$ cat src/rtl/product_accumulator.sv
// rtl/product_accumulator.sv - sums N consecutive multiplier products and hands the total out over valid/ready
module product_accumulator #(
    parameter int PW = 8,
    parameter int N  = 4,
    parameter int AW = 12,
    parameter int CW = 3
) (
    input  logic          clk,
    input  logic          rst,
    input  logic [PW-1:0] prod,
    input  logic          in_valid,
    output logic          in_ready,
    input  logic          clear,
    output logic [AW-1:0] sum_out,
    output logic          out_valid,
    input  logic          out_ready,
    output logic [CW-1:0] count,
    output logic          ovf
);

    typedef enum logic {
        ACCUM = 1'b0,
        DONE  = 1'b1
    } state_t;

    state_t        state;
    state_t        state_next;
    logic [AW-1:0] acc;
    logic [AW:0]   add_full;
    logic          accept;
    logic          last;
    logic          handshake;

    // One extra bit on the add so the carry out of the accumulator is visible for ovf.
    assign add_full  = {1'b0, acc} + {{(AW + 1 - PW){1'b0}}, prod};

    // clear outranks both handshakes, so it also vetoes an accept or a result pickup.
    assign accept    = (state == ACCUM) && in_valid && !clear;
    assign last      = (count == CW'(N - 1));
    assign handshake = (state == DONE) && out_ready && !clear;

    // State register.
    always_ff @(posedge clk) begin
        if (rst) begin
            state <= ACCUM;
        end else begin
            state <= state_next;
        end
    end

    // Next-state: the Nth accept finishes a batch; pickup or clear returns to accumulating.
    always_comb begin
        state_next = state;
        case (state)
            ACCUM: begin
                if (accept && last) begin
                    state_next = DONE;
                end
            end
            DONE: begin
                if (clear || out_ready) begin
                    state_next = ACCUM;
                end
            end
            default: state_next = ACCUM;
        endcase
    end

    // Handshake outputs depend only on state, so there is no same-cycle turnaround.
    always_comb begin
        in_ready  = 1'b0;
        out_valid = 1'b0;
        case (state)
            ACCUM:   in_ready  = 1'b1;
            DONE:    out_valid = 1'b1;
            default: in_ready  = 1'b0;
        endcase
    end

    // Datapath: accumulate, capture the batch total, and restart after pickup or clear.
    always_ff @(posedge clk) begin
        if (rst) begin
            acc     <= '0;
            count   <= '0;
            ovf     <= 1'b0;
            sum_out <= '0;
        end else if (clear) begin
            // sum_out deliberately keeps the last completed batch.
            acc   <= '0;
            count <= '0;
            ovf   <= 1'b0;
        end else if (accept) begin
            acc <= add_full[AW-1:0];
            ovf <= ovf | add_full[AW];
            if (last) begin
                sum_out <= add_full[AW-1:0];
                count   <= CW'(N);
            end else begin
                count <= count + CW'(1);
            end
        end else if (handshake) begin
            acc   <= '0;
            count <= '0;
            ovf   <= 1'b0;
        end
    end

endmodule
$ cat config.mk
export PLATFORM = sky130hd
export DESIGN_NAME = product_accumulator
export DESIGN_NICKNAME = d
export VERILOG_FILES = /design/src/rtl/product_accumulator.sv
export SDC_FILE = /design/constraint.sdc
export NUM_CORES = 1
export LEC_CHECK = 0
export BUFFER_PORTS_ARGS = -buffer_cell sky130_fd_sc_hd__buf_2
export CAP_MARGIN = 20
export CORE_ASPECT_RATIO = 1.75
export CORE_MARGIN = 10
export CORE_UTILIZATION = 50
export DETAILED_ROUTE_END_ITERATION = 8
export GPL_ROUTABILITY_DRIVEN = 0
export GPL_TIMING_DRIVEN = 0
export PLACE_DENSITY_LB_ADDON = 0.15
export SETUP_SLACK_MARGIN = 0.02
export SKIP_LAST_GASP = 1
export SYNTH_ARGS = -nofsm -noshare
export SYNTH_HDL_FRONTEND = slang
export SYNTH_SLANG_ARGS = --single-unit
export TNS_END_PERCENT = 50
$ cat constraint.sdc
create_clock -name clk -period 5.7 [get_ports clk]
set_input_delay 1.14 -clock clk [delete_from_list [all_inputs] [get_ports clk]]
set_output_delay 1.14 -clock clk [all_outputs]
set_load 0.01 [all_outputs]
==> qor.yml <==
status: "completed"
worst_pin_slew_ns: 0.506
cp.required_ns: 5.87
p_per_area_nw_per_um2: 246
ys_warn_count: 0
clk_pin_slew_ns: 0.06
io_buffers: 29
cts_tree: "yes"
synth_edf_count: 0
cts_hold_buf: 0
crit_type: "in2reg"
max_slew_margin_pct: 65.4
htree_levels: 2
final.setup.tns_ns: 0
hold_class: "reg2reg"
drtPass1Iterations: 4
area_growth_pct: 19.6
rows: 27
fin_nets: 251
synth_top_area_share_pct: 36.2
leakage_uw: 0.000817
critical_path.cell_chain: "buf_2 > ha_1 > fa_1 > a211oi_2 > o21ai_2 > a21boi_2 > nor4_1 > a211o_2"
cp-end-kind: "flip-flop"
max_freq_ghz: 0.353
grt_max_degree: 11
ys_top_cells_by_area: "dfxtp_1 36%, ha_1 7.8%, a21oi_1 5.9%"
die_h_um: 95.0
cap_viol_max_count: 0
wl_per_cell_um: 16.0
cp-start-kind: "input port"
syn_nets: 215
total_power_uw: 473
synthTopCellsByCount: "29 x dfxtp_1, 20 x nand2_1, 19 x a21oi_1"
cp.arrival_ns: 3.00
worstSkewPairLatency_ns: 0.29
ys_seq_area_share_pct: 36.2
finalMaxSlewViolations: 0
clock-sinks: 29
drive_above_1_share_pct: 21.5
fillers: 296
ant_nets: 0
synthArstFlopShare_pct: 0
syn_inst: 191
drcViolationCount: 0
setup_viol: 0
drtIter0Drc: 35
synth_top_area_cell: "dfxtp_1"
grt_util_all_layers_pct: 14.9
rsz0062_at_grt: "false"
syn_area_um2: 1610
grt_pass1_vias: 1621
via_count: 1588
synth.most_common_cell: "dfxtp_1"
coreArea_um2: 3110
worst-path-stages: 8
ys_types: 45
post_cts_buffers: 0
cp_max_fo: 5
setup.worst_path.end: "sum_out[8]"
critPathTopFamily: "compound AO/OA/AOI/OAI gates"
syn_avg_cell_area_um2: 8.40
report.final.hold_viol_count: 0
irDropWorstVdd_mv: 0.182
rrSetupSlack_ns: 3.51
grt_first_pass_wirelength_mm: 7.08
cts_resized: 0
post-route-period-util_pct: 49.6
rr_worst_depth: 7
reg2reg_from: "acc[0]"
start_util_pct: 51.7
dieArea_um2: 5970
gr-total-overflow: 0
die_w_um: 62.8
startpoint: "prod[0]"
max_stage_delay_ns: 0.45
path_buf_inv: 1
cts_root_buf: "clkbuf_8"
worst_path_max_delay_cell: "fa_1"
skew_ns: 0.00961
r2r-end: "sum_out[8]"
ys_ff_latch: 29
cts_made_buffers: 5
antenna_found_initial: 0
vias_per_cell: 5.86
wl_mm: 4.35
io_pins: 31
synthFlopType: "dfxtp_1"
diodes: 0
period_minus_slack_ns: 2.83
clockBufferDepth: 2
dp_hpwl_mm: 3.39
[worst min-delay path: cells and delay by family, from the launching register on]
family	cells	cell delay [ns]
DFF	1	0.31
and+or+nand+nor	1	0.05
AOI/OAI and AO/OA	1	0.05
[placed cells by master, fill, tap and decap left out, types with 3 or more instances in the layout]
cell type and instances:
xor2_1 3, inv_1 6, nor3_1 4, a22oi_1 7
or3_1 5, nand4_1 4, nor2_1 14, nand3_1 11
a211oi_1 5, clkbuf_1 8, clkbuf_8 6, a21oi_1 19
o21ai_0 4, nand2_1 20, ha_1 10, a21o_1 6
dfxtp_1 29, buf_2 31
[registers in the layout, summed over array words and instances (netlist names)]
name / count
ovf: 1
acc: 12
state: 1
sum_out: 12
count: 3
[area by class of cell]
| cell class | count | area, um^2 | share of cell area (%) |
|---|---|---|---|
| flip-flops and latches | 29 | 581 | 30.2 |
| multi-input cells | 146 | 961 | 50.0 |
| plain buffers | 10 | 41.3 | 2.15 |
| clock buffers | 7 | 86.3 | 4.50 |
| well taps | 43 | 53.8 | 2.80 |
| clock inverters | 1 | 30.0 | 1.56 |
| repair buffers | 29 | 145 | 7.56 |
| inverters | 6 | 22.5 | 1.17 |
[stage by stage]
step,hold WS [ns],instances,worst slack (ns),instance area (um^2),util (%)
CTS,0.456,271,2.90,1920,61.8
floorplan,0.458,191,2.89,1610,-
global placement,0.442,263,2.62,1800,58.1
detailed placement,0.447,263,2.62,1800,58.1
global route,0.477,271,2.76,1920,61.8
finish,0.457,271,2.87,1920,61.8
[routing by layer]
metal / up-vias / wire length [um] / global-route usage (%)
li1: 770 / - / -
met1: 756 / 1600 / 13.0
met2: 47 / 2400 / 29.0
met3: 15 / 194 / 3.91
met4: 0 / 156 / 10.1
met5: - / 0 / 0
[worst min path at each step]
stage	from	cells past startpoint	slack, ns	to
2_1_floorplan	acc[5]	2	0.46	acc[5]
3_3_place_gp	sum_out[3]	2	0.44	sum_out[3]
3_5_place_dp	sum_out[3]	2	0.45	sum_out[3]
4_1_cts	sum_out[3]	2	0.46	sum_out[3]
5_1_grt	sum_out[3]	2	0.48	sum_out[3]
6_report	sum_out[5]	2	0.46	sum_out[5]
[cells by family after synthesis]
| logic type | after synthesis | share of synthesized area [%] |
|---|---|---|
| fa+ha+maj | 11 | 9.04 |
| flops | 29 | 36.2 |
| mux | 1 | 0.701 |
| simple gates | 72 | 22.7 |
| compound gates | 57 | 24.7 |
| xor+xnor | 5 | 2.73 |
| buf+inv | 16 | 3.97 |
[power by group]
part / total [uW] / internal [uW] / switching [uW] / leakage (uW)
sequential: 206 / 204 / 1.28 / 0.000234
combinational: 44.8 / 16.2 / 28.6 / 0.000525
clock: 222 / 142 / 79.9 / 0.0000585
total: 473 / 363 / 110 / 0.000817
No activity file was read; power rests on OpenSTA's default activity.
